**config.mk**
```make
export PLATFORM = sky130hd
export DESIGN_NAME = multi_issue_instruction_queue
export DESIGN_NICKNAME = d
export VERILOG_FILES = /design/src/rtl/drac_pkg.sv /design/src/rtl/iq_lane_compactor.sv /design/src/rtl/multi_issue_instruction_queue.sv
export SDC_FILE = /design/constraint.sdc
export NUM_CORES = 1
export LEC_CHECK = 0
export CAP_MARGIN = 20
export CORE_MARGIN = 8
export CORE_UTILIZATION = 62
export CTS_CLUSTER_SIZE = 24
export DETAILED_ROUTE_END_ITERATION = 8
export GPL_ROUTABILITY_DRIVEN = 0
export PLACE_DENSITY_LB_ADDON = 0.2
export REMOVE_ABC_BUFFERS = 1
export SYNTH_ARGS = -nofsm -noshare
export SYNTH_HDL_FRONTEND = slang
export SYNTH_SLANG_ARGS = --single-unit
export TNS_END_PERCENT = 100
```
**constraint.sdc**
```tcl
create_clock -name clk_i -period 32.2 [get_ports clk_i]
set_input_delay 6.44 -clock clk_i [delete_from_list [all_inputs] [get_ports clk_i]]
set_output_delay 6.44 -clock clk_i [all_outputs]
set_load 0.02 [all_outputs]
```
**src/rtl/drac_pkg.sv**
```systemverilog
// Shared types and sizing for the ID->IR instruction queue.
// Holds the stage record carried between decode and rename.
package drac_pkg;

    localparam int INSTRUCTION_QUEUE_NUM_ENTRIES = 8;
    localparam int IQ_NUM_WR = 2;
    localparam int IQ_NUM_RD = 2;

    localparam int IQ_PTR_W = $clog2(INSTRUCTION_QUEUE_NUM_ENTRIES);
    localparam int IQ_CNT_W = $clog2(INSTRUCTION_QUEUE_NUM_ENTRIES + 1);

    typedef logic [IQ_PTR_W-1:0] iq_ptr_t;
    typedef logic [IQ_CNT_W-1:0] iq_cnt_t;

    typedef struct packed {
        logic        valid;
        logic [31:0] pc;
        logic [31:0] bits;
    } instr_entry_t;

    typedef struct packed {
        instr_entry_t instr;
        logic [5:0]   prs1;
        logic [5:0]   prs2;
        logic [5:0]   prd;
    } id_ir_stage_t;

endpackage

```
**src/rtl/iq_lane_compactor.sv**
```systemverilog
// Packs sparse valid write lanes into consecutive queue slots, limited by free space.
// Purely combinational: accept mask, per-lane slot offset from tail, and accepted count.
module iq_lane_compactor
    import drac_pkg::*;
#(
    parameter int NUM_WR = IQ_NUM_WR,
    parameter int PTR_W  = IQ_PTR_W,
    parameter int CNT_W  = IQ_CNT_W
) (
    input  logic [NUM_WR-1:0] valid,
    input  logic [CNT_W-1:0]  free,
    output logic [NUM_WR-1:0] accept,
    output logic [PTR_W-1:0]  offset [NUM_WR],
    output logic [CNT_W-1:0]  enq_n
);

    always_comb begin
        logic [CNT_W-1:0] below;
        // NOTE: blocking '=' so 'below' and 'enq_n' accumulate lane by lane within one evaluation.
        below  = '0;
        enq_n  = '0;
        accept = '0;
        for (int k = 0; k < NUM_WR; k++) begin
            // Accepted lanes are always a prefix of the valid lanes, so
            // the valid-lanes-below count doubles as the packed slot offset.
            accept[k] = valid[k] && (below < free);
            offset[k] = below[PTR_W-1:0];
            if (valid[k]) begin
                below = below + CNT_W'(1);
            end
            if (accept[k]) begin
                enq_n = enq_n + CNT_W'(1);
            end
        end
    end

endmodule

```
**src/rtl/multi_issue_instruction_queue.sv**
```systemverilog
// In-order multi-issue FIFO between ID and IR: compacting multi-lane enqueue,
// prefix dequeue of the oldest NUM_RD entries, occupancy reporting and flush.
module multi_issue_instruction_queue
    import drac_pkg::*;
#(
    parameter  int NUM_ENTRIES = INSTRUCTION_QUEUE_NUM_ENTRIES,
    parameter  int NUM_WR      = IQ_NUM_WR,
    parameter  int NUM_RD      = IQ_NUM_RD,
    localparam int PTR_W       = $clog2(NUM_ENTRIES),
    localparam int CNT_W       = $clog2(NUM_ENTRIES + 1)
) (
    input  logic               clk_i,
    input  logic               rst_i,
    input  logic               flush_i,
    input  id_ir_stage_t       instr_i [NUM_WR],
    output logic [NUM_WR-1:0]  accept_o,
    output id_ir_stage_t       instr_o [NUM_RD],
    output logic [NUM_RD-1:0]  valid_o,
    input  logic [NUM_RD-1:0]  deq_i,
    output logic [CNT_W-1:0]   count_o,
    output logic [CNT_W-1:0]   free_o,
    output logic               full_o,
    output logic               empty_o
);

    typedef logic [PTR_W-1:0] ptr_t;
    typedef logic [CNT_W-1:0] cnt_t;

    ptr_t         head_q;
    ptr_t         tail_q;
    cnt_t         count_q;
    id_ir_stage_t mem [NUM_ENTRIES];

    logic              hold;
    logic [NUM_WR-1:0] lane_valid;
    logic [NUM_WR-1:0] lane_accept;
    ptr_t              lane_offset [NUM_WR];
    cnt_t              free_cnt;
    cnt_t              enq_n;
    cnt_t              deq_n;
    logic [CNT_W:0]    count_sum;

    // Reset and flush both discard the queue; neither may write or consume.
    assign hold = rst_i | flush_i;

    always_comb begin
        for (int k = 0; k < NUM_WR; k++) begin
            lane_valid[k] = instr_i[k].instr.valid & ~hold;
        end
    end

    // Free space is taken from the registered count, so same-cycle dequeues never free a slot.
    assign free_cnt = cnt_t'(NUM_ENTRIES) - count_q;

    iq_lane_compactor #(
        .NUM_WR (NUM_WR),
        .PTR_W  (PTR_W),
        .CNT_W  (CNT_W)
    ) u_compactor (
        .valid  (lane_valid),
        .free   (free_cnt),
        .accept (lane_accept),
        .offset (lane_offset),
        .enq_n  (enq_n)
    );

    assign accept_o = lane_accept;

    always_comb begin
        for (int k = 0; k < NUM_RD; k++) begin
            valid_o[k] = count_q > cnt_t'(k);
            instr_o[k] = valid_o[k] ? mem[head_q + ptr_t'(k)] : '0;
        end
    end

    always_comb begin
        logic run;
        run   = ~hold;
        deq_n = '0;
        for (int k = 0; k < NUM_RD; k++) begin
            run = run & deq_i[k] & valid_o[k];
            if (run) begin
                deq_n = deq_n + cnt_t'(1);
            end
        end
    end

    assign count_sum = {1'b0, count_q} + {1'b0, enq_n} - {1'b0, deq_n};

    // NOTE: non-blocking '<=' for all registered state so every flop samples pre-edge values.
    always_ff @(posedge clk_i) begin
        if (hold) begin
            head_q  <= '0;
            tail_q  <= '0;
            count_q <= '0;
        end else begin
            head_q  <= head_q + ptr_t'(deq_n);
            tail_q  <= tail_q + ptr_t'(enq_n);
            count_q <= count_sum[CNT_W-1:0];
        end
    end

    // NOTE: payload storage has no reset; valid_o masks stale slots, and resetting it would only cost flops.
    always_ff @(posedge clk_i) begin
        for (int k = 0; k < NUM_WR; k++) begin
            if (lane_accept[k]) begin
                mem[tail_q + lane_offset[k]] <= instr_i[k];
            end
        end
    end

    assign count_o = count_q;
    assign free_o  = free_cnt;
    assign full_o  = count_q == cnt_t'(NUM_ENTRIES);
    assign empty_o = count_q == '0;

    a_count_bound : assert property (@(posedge clk_i) disable iff (rst_i)
        count_q <= cnt_t'(NUM_ENTRIES));

    a_ptr_consistent : assert property (@(posedge clk_i) disable iff (rst_i)
        (head_q + ptr_t'(count_q)) == tail_q);

    a_valid_thermo : assert property (@(posedge clk_i) disable iff (rst_i)
        (valid_o & (valid_o + NUM_RD'(1))) == '0);

    a_count_no_wrap : assert property (@(posedge clk_i) disable iff (rst_i)
        count_sum[CNT_W] == 1'b0);

endmodule

```
---- Yosys cells after proc, flatten, opt, wreduce, memory -nomap -nowiden ----
Memories as Yosys holds them, arrays and structs flattened. A register that Yosys moved wholly into a read port is not among the register bits.
Index checks and enable logic that the tools add are counted.
word-level totals
  flip-flop bits (word level) ............. 10
  memory bits (writable) .................. 664
  bits of input ports ..................... 171
  output and inout bits ................... 180
  logic and storage cells ................. 41
  memories kept ........................... 1
operators by class
  add/subtract/negate cells ............... 9
  $lt $le $gt $ge ......................... 4
  eq/ne operators ......................... 1
  multiplexer cells ....................... 12
  bitwise logic cells ..................... 8
  reduce and logical (&&, ||, !) cells .... 3
memory list
  name  words  bits a word  rd ports  clocked after Yosys merged registers in  write ports  RTL line                             text
  mem   8      83           2         1                                        2            multi_issue_instruction_queue.sv:32  id_ir_stage_t mem [NUM_ENTRIES];
operators by type and width
  cell                   number
  $mux W83               2
  $add A3 B3 Y3          3
  $gt A4 B1 Y1 const B   2
  $mux W4                2
  $mux W1                7
  $and A1 B1 Y1          6
  $add A4 B1 Y4 const B  1
  $add A4 B4 Y4          1
  $eq A4 B4 Y1 const B   1
  $logic_not A4 Y1       1
  $lt A1 B4 Y1           1
  $lt A1 B4 Y1 const A   1
  $sub A4 B4 Y4          1
  $sub A4 B4 Y4 const A  1
  $add A3 B1 Y3 const B  1
  $mux W3                1
  $add A1 B1 Y2 const B  1
  $logic_and A1 B1 Y1    2
  $not A1 Y1             1
  $or A1 B1 Y1           1

---- Logic depth before layout (Yosys ltp) ----
Gate-level depths: netlist of the first run.
  depth after elaboration ................. 9
  depth in mapped cells ................... 16
  gate-level depth less buffers ........... 16

---- Hierarchy ----
From an unflattened synthesis of the first run, not the netlist that was laid out.
second synthesis, totals
  cells, all modules ...................... 2134
  area total of the unflattened synthesis .. 39107.5 µm²
by module, submodules not included
  module                         instances  cells each  area an instance (µm²)  seq. area each (µm²)
  multi_issue_instruction_queue  1          2121        39002.4                 20139.3
  iq_lane_compactor              1          13          105.1                   0.0

---- Least setup slack after synthesis of the first run ----
Ideal clock, no wire load.
  path kind ............................... in2reg
  start point ............................. in flush_i
  end point ............................... mem mem[0][0] in the netlist's numbering, enable pin
  setup time .............................. 0.750 ns
  arrival time ............................ 15.477 ns
  data required time ...................... 31.450 ns
  path slack .............................. 15.972 ns
  stages on the path ...................... 3
  path buffers ............................ 0
  cells stage by stage .................... or3b_1 a21o_1 o41ai_1
RTL lines
  item                RTL line                             text
  start: declaration  multi_issue_instruction_queue.sv:14  input logic flush_i,
  end: declaration    multi_issue_instruction_queue.sv:32

---- Worst setup path after layout of the first run ----
  start point ............................. in instr_i[165] in the netlist's numbering
  end point ............................... out accept_o[0]
on the way
  longest elaborated chain between the ends .. 2
ends and longest elaborated chain
  item                 RTL line                             text
  start: declaration   multi_issue_instruction_queue.sv:15  input id_ir_stage_t instr_i [NUM_WR],
  $and A1 B1 Y1        multi_issue_instruction_queue.sv:48  lane_valid[k] = instr_i[k].instr.valid & ~hold;
  $logic_and A1 B1 Y1  iq_lane_compactor.sv:26              accept[k] = valid[k] && (below < free);
  end: declaration     multi_issue_instruction_queue.sv:16  output logic [NUM_WR-1:0] accept_o,
No other way between the ends.

==> tab_implementation.tex, run 1 <==
\begin{tabular}{lr}
\hline
Metric & Value \\
\hline
\multicolumn{2}{l}{\textbf{Routing}} \\
\quad Routed wire length on met2 & 57000 µm \\
\quad Met3 WL post-DR & 11100 µm \\
\quad Highest Signal Layer & met5 \\
\quad First DRT Iteration DRCs & 2578 \\
\quad Average vias per placed instance & 6.96 \\
\quad Routed metal-1 wire length & 40400 µm \\
\quad Via count & 24800 \\
\quad First-pass detailed-route iteration total & 5 \\
\quad Number of nets still failing antenna checks after routing & 0 \\
\quad Post-route DRC violation count & 0 \\
\quad Total wire length after detailed routing & 112000 µm \\
\quad Routed wire length per instance & 31.3 µm \\
\multicolumn{2}{l}{\textbf{Global routing}} \\
\quad Antenna violations before repair & 22 \\
\quad Pin count of the biggest net entering global routing & 100 \\
\quad Wire length of the first global-routing pass & 164000 µm \\
\quad Total routing resource utilization after global routing & 30.9\% \\
\quad Via count of the first global-routing pass & 26200 \\
\quad Global route overflow & 0 \\
\multicolumn{2}{l}{\textbf{Yosys}} \\
\quad Syn. warnings & 0 \\
\quad Top cells by area in the synthesized netlist & sky130\_fd\_sc\_hd\_\_edfxtp\_1 (51\%), sky130\_fd\_sc\_hd\_\_mux4\_2 (19\%), sky130\_fd\_sc\_hd\_\_mux2\_2 (16\%) \\
\quad Area share of the largest cell type after synthesis & 51.1\% \\
\quad Synth Register Bits & 674 \\
\quad Count of different cell masters after synthesis & 37 \\
\quad Fraction of registers with async set or reset after synthesis & 0\% \\
\quad Predominant post-synthesis flop cell & sky130\_fd\_sc\_hd\_\_edfxtp\_1 \\
\quad Synthesized area per cell & 16.4 µm² \\
\quad Most area-hungry cell type in the Yosys netlist & sky130\_fd\_sc\_hd\_\_edfxtp\_1 \\
\quad Seq/Total Area, Yosys & 51.6\% \\
\quad Count of flip-flops with a built-in enable after synthesis & 664 \\
\quad Cells after synthesis & 2381 \\
\quad Count leader, synth & sky130\_fd\_sc\_hd\_\_edfxtp\_1 \\
\quad Top cell types by occurrence after synthesis & sky130\_fd\_sc\_hd\_\_edfxtp\_1 (664), sky130\_fd\_sc\_hd\_\_mux2\_2 (555), sky130\_fd\_sc\_hd\_\_mux4\_2 (332), sky130\_fd\_sc\_hd\_\_nand2\_1 (172), sky130\_fd\_sc\_hd\_\_mux2\_1 (101) \\
\quad Mapped cell area & 39000 µm² \\
\multicolumn{2}{l}{\textbf{Clock network}} \\
\quad CTS resizes & 0 \\
\quad \# H-tree levels & 3 \\
\quad Clock sink count & 674 \\
\quad Buffer cell driving the clock tree root & sky130\_fd\_sc\_hd\_\_clkbuf\_16 \\
\quad Number of post-CTS setup repair buffers & 0 \\
\quad Clock latency at the later pin of the worst-skew pair & 0.61 ns \\
\quad Clock tree from TritonCTS & built \\
\quad Clk buf depth & 3 \\
\quad Clock input transition at the sequential cells of the worst setup and hold paths & 0.06 ns \\
\quad Inserted Clock Buffers & 73 \\
\quad Number of buffers inserted for hold repair after clock tree synthesis & 0 \\
\multicolumn{2}{l}{\textbf{Floorplan}} \\
\quad Initial standard-cell utilization of the core & 62.3\% \\
\quad Site Rows & 92 \\
\quad Die Span X & 267 µm \\
\quad Die height & 267 µm \\
\quad Core footprint & 62600 µm² \\
\quad Boundary Pins & 351 \\
\quad Die Footprint & 71200 µm² \\
\multicolumn{2}{l}{\textbf{Place}} \\
\quad Count of port buffers added during placement & 350 \\
\quad Cell count after placement & 3425 \\
\quad Placed cell areas & 43100 µm² \\
\quad Placed wire-length estimate after detailed placement & 63500 µm \\
\multicolumn{2}{l}{\textbf{Timing}} \\
\quad Max-slew violations & 0 \\
\quad Final Setup Violations & 0 \\
\quad Count of endpoints failing hold in the final timing report & 0 \\
\quad Final clock period utilization by the worst path & 46.9\% \\
\quad Setup Total Neg Slack & 0 ns \\
\quad Slew @ Worst Pin & 1.21 ns \\
\quad Setup Skew & 0.0184 ns \\
\quad Unrepaired setup endpoints after global routing & no \\
\quad Crit path time final & 15.10 ns \\
\quad Relative slew margins & 19.4\% \\
\quad Maximum clock frequency & 66.2 MHz \\
\multicolumn{2}{l}{\textbf{Setup path}} \\
\quad Crit path launch type & primary input \\
\quad Worst path max stage delay & 0.63 ns \\
\quad Endpoint type of the worst setup path & output pin \\
\quad Worst Setup Path Type & in2out \\
\quad Worst-case register-to-register setup slack & 27.23 ns \\
\quad Required time at the endpoint of the critical path & 25.76 ns \\
\quad Cell occurring most often along the worst timing path & sky130\_fd\_sc\_hd\_\_clkdlybuf4s50\_1 \\
\quad Largest fanout on the critical path & 9 \\
\quad Chain of cells forming the critical path & clkdlybuf4s50\_1 > or3b\_1 > a21o\_1 > inv\_1 > clkdlybuf4s50\_1 \\
\quad Critical-path cell with the highest stage delay & sky130\_fd\_sc\_hd\_\_clkdlybuf4s50\_1 \\
\quad Critical path arrival & 8.66 ns \\
\multicolumn{2}{l}{\textbf{Run}} \\
\quad Maximum capacitance violations & 0 \\
\multicolumn{2}{l}{\textbf{Power}} \\
\quad Power density cells & 44.4 nW/µm² \\
\quad Maximum VDD drop & 0.0393 mV \\
\quad Static leakage power & 14.3 nW \\
\multicolumn{2}{l}{\textbf{Hold path}} \\
\quad Worst hold path class & reg2reg \\
\multicolumn{2}{l}{\textbf{Final layout}} \\
\quad Area grow syn2layout & 16.3\% \\
\quad Fraction of final layout cells with drive strength greater than 1 & 38.8\% \\
\quad Nets@finish & 2847 \\
\quad Fin area & 45400 µm² \\
\quad Post-layout instance count excluding filler cells & 3567 \\
\multicolumn{2}{l}{\textbf{Run status}} \\
\quad Outcome & finished, final reports clean \\
\hline
\end{tabular}
worst max-delay path, delay by kind of cell:
| kind | cells | cell delay, ns |
|---|---|---|
| and+or+nand+nor | 1 | 0.43 |
| AOI/OAI and AO/OA | 1 | 0.39 |
| buffers and inverters | 3 | 1.40 |
sequential cells by signal, indices dropped and copies added, names as in the netlist:
| signal | cells |
|---|---|
| count_o | 4 |
| mem | 664 |
| head_q | 3 |
| tail_q | 3 |
cells in the final DEF (no fill, tap or decap), types with 3 or more instances in the layout:
cell / n
sky130_fd_sc_hd__fa_1: 4
sky130_fd_sc_hd__edfxtp_1: 664
sky130_fd_sc_hd__o21ai_4: 4
sky130_fd_sc_hd__diode_2: 13
sky130_fd_sc_hd__xnor2_1: 5
sky130_fd_sc_hd__nand2_4: 4
sky130_fd_sc_hd__nand3_4: 4
sky130_fd_sc_hd__clkbuf_1: 24
sky130_fd_sc_hd__clkinv_2: 13
sky130_fd_sc_hd__nor3_1: 5
sky130_fd_sc_hd__mux2_1: 101
sky130_fd_sc_hd__clkinv_1: 11
sky130_fd_sc_hd__mux4_2: 332
sky130_fd_sc_hd__ha_1: 15
sky130_fd_sc_hd__nand2b_1: 8
sky130_fd_sc_hd__buf_4: 42
sky130_fd_sc_hd__mux2_2: 555
sky130_fd_sc_hd__dfxtp_4: 3
sky130_fd_sc_hd__and2_1: 8
sky130_fd_sc_hd__inv_1: 15
sky130_fd_sc_hd__mux2i_1: 83
sky130_fd_sc_hd__clkbuf_16: 77
sky130_fd_sc_hd__nand2_1: 168
sky130_fd_sc_hd__dfxtp_1: 7
sky130_fd_sc_hd__a21oi_1: 85
sky130_fd_sc_hd__nand3_1: 5
sky130_fd_sc_hd__nor2_1: 85
sky130_fd_sc_hd__clkdlybuf4s50_1: 350
sky130_fd_sc_hd__o41ai_2: 4
power breakdown:
| part | internal, mW | switching (mW) |
|---|---|---|
| Combinational | 0.112 | 0.132 |
| Clock | 0.444 | 0.341 |
| Sequential | 0.978 | 0.00542 |
| Total | 1.53 | 0.478 |
cells by family (layout without fill, tap and decap cells):
| logic type | after synthesis | after routing | synth area share, % |
|---|---|---|---|
| xor+xnor | 8 | 8 | 0.180 |
| buf+inv | 211 | 538 | 2.74 |
| other cells | 0 | 13 | 0 |
| simple gates | 297 | 297 | 3.09 |
| compound gates | 100 | 100 | 1.39 |
| flops | 674 | 674 | 51.6 |
| mux | 1071 | 1071 | 40.2 |
| fa+ha+maj | 20 | 20 | 0.719 |
final timing paths:
check	end	from	cells after the start
min	tail_q[2]	tail_q[2]	2
max	accept_o[0]	instr_i[165]	5
max reg2reg	mem[5][30]	tail_q[0]	7
min reg2reg	tail_q[2]	tail_q[2]	2
through the flow:
stage	hold WS [ns]	utilization (%)	total power, mW	setup slack [ns]
after floorplan	0.570	-	1.13	10.19
after global placement	0.716	68.8	1.23	17.12
after detailed placement	0.722	68.8	1.24	17.10
after CTS	0.748	72.3	2.02	17.09
after global routing	0.774	72.4	2.06	16.97
final	0.744	72.4	2.01	17.10
layer usage:
layer,track usage (%),vias to the layer above
met5,0,-
li1,-,10200
met2,52.9,1404
met4,10.9,20
met1,39.2,13000
met3,6.45,230
layout make-up:
cell class / instances / area [µm²]
clock inverter: 26 / 149
inverter: 16 / 61.3
timing repair buffer: 395 / 3890
fill: 3999 / 17300
antenna: 13 / 32.5
clock buffer: 101 / 2020
tap: 846 / 1060
sequential: 674 / 20200
multi-input combinational: 1496 / 18000
Note: power is estimated with default switching activity, not from simulation.
==> inputs of run 2 (changes only) <==
Settings changed: CORE_UTILIZATION 62 to 53.
Clock period 32.2 ns to 13.5 ns, I/O delays scaled along.
==> tab_implementation.tex, run 2 (synthesis results as in run 1) <==
\begin{tabular}{lr}
\hline
Metric & Value \\
\hline
\multicolumn{2}{l}{\textbf{Run status}} \\
\quad Outcome & finished, final reports clean \\
\multicolumn{2}{l}{\textbf{Power}} \\
\quad Sequential power share & 47.7\% \\
\quad Total internal power & 3.74 mW \\
\quad Clock power frac & 40.5\% \\
\quad Static leakage power & 14.4 nW \\
\quad Maximum VDD drop & 0.0993 mV \\
\quad Sw frac & 24.0\% \\
\quad Power density cells & 108 nW/µm² \\
\quad Switching Power & 1.18 mW \\
\quad Combinational cell fraction of total power & 11.9\% \\
\multicolumn{2}{l}{\textbf{Setup path}} \\
\quad Worst Setup Path Type & in2out \\
\quad Endpoint type of the worst setup path & output pin \\
\quad Crit path launch type & primary input \\
\quad Required time at the endpoint of the critical path & 10.80 ns \\
\quad Worst-case register-to-register setup slack & 8.79 ns \\
\quad Largest fanout on the critical path & 9 \\
\quad Critical path arrival & 5.11 ns \\
\multicolumn{2}{l}{\textbf{Final layout}} \\
\quad Fill count & 5244 \\
\quad Fraction of final layout cells with drive strength greater than 1 & 39.2\% \\
\quad Number of flip-flops in the largest register & 664 \\
\quad Commonest cells after routing, fill and taps aside & sky130\_fd\_sc\_hd\_\_edfxtp\_1 (664), sky130\_fd\_sc\_hd\_\_mux2\_2 (555), sky130\_fd\_sc\_hd\_\_clkdlybuf4s50\_1 (350) \\
\quad Fin area & 45700 µm² \\
\quad Area grow syn2layout & 17.2\% \\
\quad Post-layout instance count excluding filler cells & 3694 \\
\quad Nets@finish & 2852 \\
\quad Most common cell after layout, fill and taps aside & sky130\_fd\_sc\_hd\_\_edfxtp\_1 \\
\multicolumn{2}{l}{\textbf{Timing}} \\
\quad Setup Skew & 0.0215 ns \\
\quad Crit path time final & 7.81 ns \\
\quad Hold Worst Slack & 0.690 ns \\
\quad Slew @ Worst Pin & 1.15 ns \\
\quad Count of endpoints failing hold in the final timing report & 0 \\
\quad Relative slew margins & 23.0\% \\
\quad Unrepaired setup endpoints after global routing & no \\
\quad Final Setup Violations & 0 \\
\quad Worst Slack Setup Final & 5.69 ns \\
\quad Max-slew violations & 0 \\
\quad Maximum clock frequency & 128 MHz \\
\quad Final clock period utilization by the worst path & 57.9\% \\
\multicolumn{2}{l}{\textbf{Global routing}} \\
\quad Antenna violations before repair & 23 \\
\quad Wire length of the first global-routing pass & 170000 µm \\
\quad Global route overflow & 0 \\
\quad Total routing resource utilization after global routing & 27.5\% \\
\quad Via count of the first global-routing pass & 26100 \\
\quad Pin count of the biggest net entering global routing & 125 \\
\multicolumn{2}{l}{\textbf{Floorplan}} \\
\quad Initial standard-cell utilization of the core & 53.5\% \\
\quad Die height & 287 µm \\
\quad Die Span X & 287 µm \\
\quad Site Rows & 99 \\
\quad Boundary Pins & 351 \\
\quad Die Footprint & 82500 µm² \\
\quad Core footprint & 73000 µm² \\
\multicolumn{2}{l}{\textbf{Routing}} \\
\quad Average vias per placed instance & 6.63 \\
\quad First-pass detailed-route iteration total & 5 \\
\quad Number of nets still failing antenna checks after routing & 0 \\
\quad Routed wire length per instance & 31.3 µm \\
\quad Total wire length after detailed routing & 116000 µm \\
\quad Post-route DRC violation count & 0 \\
\quad Via count & 24500 \\
\quad First DRT Iteration DRCs & 2473 \\
\multicolumn{2}{l}{\textbf{Clock network}} \\
\quad Clk buf depth & 3 \\
\quad CTS resizes & 0 \\
\quad Buffer cell driving the clock tree root & sky130\_fd\_sc\_hd\_\_clkbuf\_16 \\
\quad Number of post-CTS setup repair buffers & 0 \\
\quad Clock latency at the later pin of the worst-skew pair & 0.62 ns \\
\quad Clock sink count & 674 \\
\quad Number of buffers inserted for hold repair after clock tree synthesis & 0 \\
\quad Clock input transition at the sequential cells of the worst setup and hold paths & 0.06 ns \\
\quad \# H-tree levels & 3 \\
\quad Inserted Clock Buffers & 75 \\
\quad Clock tree from TritonCTS & built \\
\multicolumn{2}{l}{\textbf{Place}} \\
\quad Placed cell areas & 43300 µm² \\
\quad Placed wire-length estimate after detailed placement & 66800 µm \\
\quad Count of port buffers added during placement & 350 \\
\quad Worst slack, placed & 5.56 ns \\
\quad Cell count after placement & 3540 \\
\multicolumn{2}{l}{\textbf{Run}} \\
\quad Maximum capacitance violations & 0 \\
\multicolumn{2}{l}{\textbf{Hold path}} \\
\quad Worst hold path class & reg2reg \\
\hline
\end{tabular}
run 2: cell count changes in the layout (fill, tap and decap cells not counted), sizes merged:
cell,change
bufinv,+4
clkinvlp,+1
buf,+3
clkbuf,-9
diode,+5
clkinv,+6
inv,+4
run 2: power by group through the flow:
stage / Sequential [mW] / Combinational, mW / Clock, mW
finish: 2.35 / 0.584 / 1.99
floorplan: 2.40 / 0.298 / 0
global placement: 2.39 / 0.567 / 0
global route: 2.35 / 0.615 / 2.10
CTS: 2.35 / 0.584 / 2.02
detailed placement: 2.39 / 0.580 / 0
run 2: layer usage:
layer	vias up	GRT usage, %	share of wire, %
met1	13000	34.9	39
met4	14	9.02	2.7
met2	1051	46.8	51
li1	10200	-	-
met3	184	6.08	7.7
met5	-	0	0.075
run 2: path summary, 6_finish.rpt:
| check | cells past startpoint | endpoint | startpoint |
|---|---|---|---|
| worst max-delay path | 5 | accept_o[0] | instr_i[165] |
| worst max register to register | 7 | mem[7][30] | tail_q[0] |
| worst min-delay path | 2 | tail_q[2] | tail_q[2] |
| worst min register to register | 2 | tail_q[2] | tail_q[2] |
run 2: worst max-delay path, cell delays in order:
cell	delay, ns
sky130_fd_sc_hd__clkdlybuf4s50_1	0.68
sky130_fd_sc_hd__or3b_1	0.47
sky130_fd_sc_hd__a21o_1	0.40
sky130_fd_sc_hd__inv_1	0.22
sky130_fd_sc_hd__clkdlybuf4s50_1	0.63
run 2: area by class of cell:
class	instances	area [µm²]	area share [%]
antenna	18	45.0	0.0985
inverter	16	61.3	0.134
multi-input combinational	1496	18000	39.4
clock inverter	41	348	0.761
sequential	674	20200	44.1
timing repair buffer	398	3940	8.61
tap	959	1200	2.62
clock buffer	92	1980	4.34
run 2: metrics by stage:
| step | utilization (%) | power, mW | setup TNS, ns |
|---|---|---|---|
| after floorplan | - | 2.69 | -514.39 |
| after global placement | 59.3 | 2.95 | 0 |
| after detailed placement | 59.3 | 2.97 | 0 |
| after CTS | 62.5 | 4.95 | 0 |
| after global routing | 62.6 | 5.06 | 0 |
| final | 62.7 | 4.92 | 0 |
==> inputs of run 3 (changes only) <==
Clock period 13.5 ns to 6.9 ns, I/O delays scaled along.
==> tab_implementation.tex, run 3 (synthesis results as in run 1) <==
\begin{tabular}{lr}
\hline
Metric & Value \\
\hline
\multicolumn{2}{l}{\textbf{Routing}} \\
\quad Routed wire length per instance & 31.6 µm \\
\quad Average vias per placed instance & 6.67 \\
\quad First-pass detailed-route iteration total & 6 \\
\quad First DRT Iteration DRCs & 2420 \\
\quad Total wire length after detailed routing & 116000 µm \\
\quad Number of nets still failing antenna checks after routing & 0 \\
\quad Via count & 24500 \\
\quad Post-route DRC violation count & 0 \\
\multicolumn{2}{l}{\textbf{Power}} \\
\quad Sw frac & 23.5\% \\
\quad Sequential power share & 47.5\% \\
\quad Combinational cell fraction of total power & 11.9\% \\
\quad Maximum VDD drop & 0.186 mV \\
\quad Switching Power & 2.27 mW \\
\quad Static leakage power & 14.5 nW \\
\quad Clock power frac & 40.5\% \\
\quad Total internal power & 7.39 mW \\
\quad Total power & 9.65 mW \\
\quad Power density cells & 211 nW/µm² \\
\multicolumn{2}{l}{\textbf{Timing}} \\
\quad Crit path time final & 5.55 ns \\
\quad Unrepaired setup endpoints after global routing & no \\
\quad Slew @ Worst Pin & 1.11 ns \\
\quad Setup Skew & 0.0137 ns \\
\quad Maximum clock frequency & 180 MHz \\
\quad Relative slew margins & 26.0\% \\
\quad Max-slew violations & 0 \\
\quad Worst Slack Setup Final & 1.35 ns \\
\quad Count of endpoints failing hold in the final timing report & 0 \\
\quad Final clock period utilization by the worst path & 80.5\% \\
\quad Final Setup Violations & 0 \\
\multicolumn{2}{l}{\textbf{Clock network}} \\
\quad Clock tree from TritonCTS & built \\
\quad \# H-tree levels & 3 \\
\quad Number of post-CTS setup repair buffers & 0 \\
\quad Inserted Clock Buffers & 74 \\
\quad Number of buffers inserted for hold repair after clock tree synthesis & 0 \\
\quad Clock sink count & 674 \\
\quad Clock latency at the later pin of the worst-skew pair & 0.61 ns \\
\quad CTS resizes & 0 \\
\quad Clk buf depth & 3 \\
\quad Clock input transition at the sequential cells of the worst setup and hold paths & 0.06 ns \\
\quad Buffer cell driving the clock tree root & sky130\_fd\_sc\_hd\_\_clkbuf\_16 \\
\multicolumn{2}{l}{\textbf{Setup path}} \\
\quad Required time at the endpoint of the critical path & 5.52 ns \\
\quad Endpoint type of the worst setup path & output pin \\
\quad Chain of cells forming the critical path & ha\_4 > buf\_4 > mux4\_2 > nand2\_1 > a21oi\_1 > clkdlybuf4s50\_1 \\
\quad Critical-path cell with the highest stage delay & sky130\_fd\_sc\_hd\_\_dfxtp\_4 \\
\quad Critical path arrival & 4.17 ns \\
\quad Number of cells traversed by the worst register-to-register path & 16 \\
\quad Logic depth of the worst path, buffers included & 6 \\
\quad Number of buffers and inverters on the critical path & 2 \\
\quad Worst path max stage delay & 0.77 ns \\
\quad Kind of cell adding the most delay to the critical path & buffers and inverters \\
\quad Largest fanout on the critical path & 47 \\
\quad Worst Setup Path Type & reg2out \\
\quad Crit path launch type & flop \\
\multicolumn{2}{l}{\textbf{Place}} \\
\quad Placed wire-length estimate after detailed placement & 67000 µm \\
\quad Count of port buffers added during placement & 350 \\
\quad Worst slack, placed & 1.13 ns \\
\multicolumn{2}{l}{\textbf{Floorplan}} \\
\quad Initial standard-cell utilization of the core & 53.5\% \\
\quad Die Footprint & 82500 µm² \\
\quad Site Rows & 99 \\
\quad Boundary Pins & 351 \\
\quad Core footprint & 73000 µm² \\
\quad Die Span X & 287 µm \\
\quad Die height & 287 µm \\
\multicolumn{2}{l}{\textbf{Final layout}} \\
\quad Number of flip-flops in the largest register & 664 \\
\quad Fill count & 5256 \\
\quad Final core utilization & 62.8\% \\
\quad Most common cell after layout, fill and taps aside & sky130\_fd\_sc\_hd\_\_edfxtp\_1 \\
\quad Nets@finish & 2848 \\
\quad Fraction of final layout cells with drive strength greater than 1 & 38.9\% \\
\quad Area grow syn2layout & 17.5\% \\
\quad Commonest cells after routing, fill and taps aside & sky130\_fd\_sc\_hd\_\_edfxtp\_1 (664), sky130\_fd\_sc\_hd\_\_mux2\_2 (555), sky130\_fd\_sc\_hd\_\_clkdlybuf4s50\_1 (350) \\
\multicolumn{2}{l}{\textbf{Global routing}} \\
\quad Via count of the first global-routing pass & 26200 \\
\quad Global route overflow & 0 \\
\quad Pin count of the biggest net entering global routing & 143 \\
\quad Total routing resource utilization after global routing & 27.6\% \\
\quad Wire length of the first global-routing pass & 171000 µm \\
\quad Antenna violations before repair & 17 \\
\multicolumn{2}{l}{\textbf{Hold path}} \\
\quad Worst hold path class & reg2reg \\
\quad Number of instances on the worst hold path & 2 \\
\multicolumn{2}{l}{\textbf{Run status}} \\
\quad Outcome & finished, final reports clean \\
\multicolumn{2}{l}{\textbf{Run}} \\
\quad Maximum capacitance violations & 0 \\
\hline
\end{tabular}
## run 3: path summary, 6_finish.rpt
check | end | start | slack [ns]
setup / recovery | instr_o[45] | head_q[1] | 1.35
hold / removal | tail_q[2] | tail_q[2] | 0.71
setup reg to reg | count_o[3] | count_o[0] | 2.91
hold reg to reg | tail_q[2] | tail_q[2] | 0.71
## run 3: cell type report
type	instances	area [µm²]	area share [%]
diodes	7	17.5	0.0382
clock buffers	97	2000	4.37
clock inverters	31	330	0.721
inverters	16	61.3	0.134
multi-input cells	1496	18000	39.3
flip-flops and latches	674	20200	44.0
well taps	959	1200	2.62
repair buffers	395	4070	8.87
## run 3: power by group through the flow
| stage | sequential (mW) | clock, mW | combinational [mW] |
|---|---|---|---|
| 6_report | 4.59 | 3.91 | 1.15 |
| 5_1_grt | 4.59 | 4.11 | 1.22 |
| 4_1_cts | 4.59 | 3.97 | 1.16 |
| 3_5_place_dp | 4.67 | 0 | 1.15 |
| 3_3_place_gp | 4.67 | 0 | 1.13 |
| 2_1_floorplan | 4.69 | 0 | 0.583 |
## run 3: metal layers
metal / vias up / share of wire [%] / GRT usage, %
met5: - / 0.086 / 0
met4: 16 / 2.8 / 8.85
met3: 227 / 8.4 / 5.53
met2: 1195 / 50 / 46.7
met1: 12900 / 39 / 35.9
li1: 10200 / - / -
## run 3: worst reg2reg max path, cell delays in order, from the launching register on
cell                      delay [ns]
sky130_fd_sc_hd__dfxtp_1        0.49
sky130_fd_sc_hd__inv_1          0.14
sky130_fd_sc_hd__ha_1           0.26
sky130_fd_sc_hd__nor2b_1        0.17
sky130_fd_sc_hd__a211o_1        0.33
sky130_fd_sc_hd__and2_1         0.18
sky130_fd_sc_hd__a21o_1         0.39
sky130_fd_sc_hd__inv_1          0.21
sky130_fd_sc_hd__ha_1           0.21
sky130_fd_sc_hd__inv_1          0.07
sky130_fd_sc_hd__fa_1           0.51
sky130_fd_sc_hd__inv_1          0.07
sky130_fd_sc_hd__ha_1           0.27
sky130_fd_sc_hd__a21o_1         0.16
sky130_fd_sc_hd__a21oi_1        0.19
sky130_fd_sc_hd__xnor2_1        0.08
sky130_fd_sc_hd__nor3_1         0.17
## run 3: through the flow
stage / hold slack (ns) / area (µm²) / setup TNS [ns] / instances
CTS: 0.710 / 45800 / 0 / 3668
global placement: 0.702 / 43500 / 0 / 3540
floorplan: 0.570 / 38000 / -4082.80 / 2186
global route: 0.735 / 45800 / 0 / 3670
finish: 0.715 / 45800 / 0 / 3675
detailed placement: 0.687 / 43500 / 0 / 3540
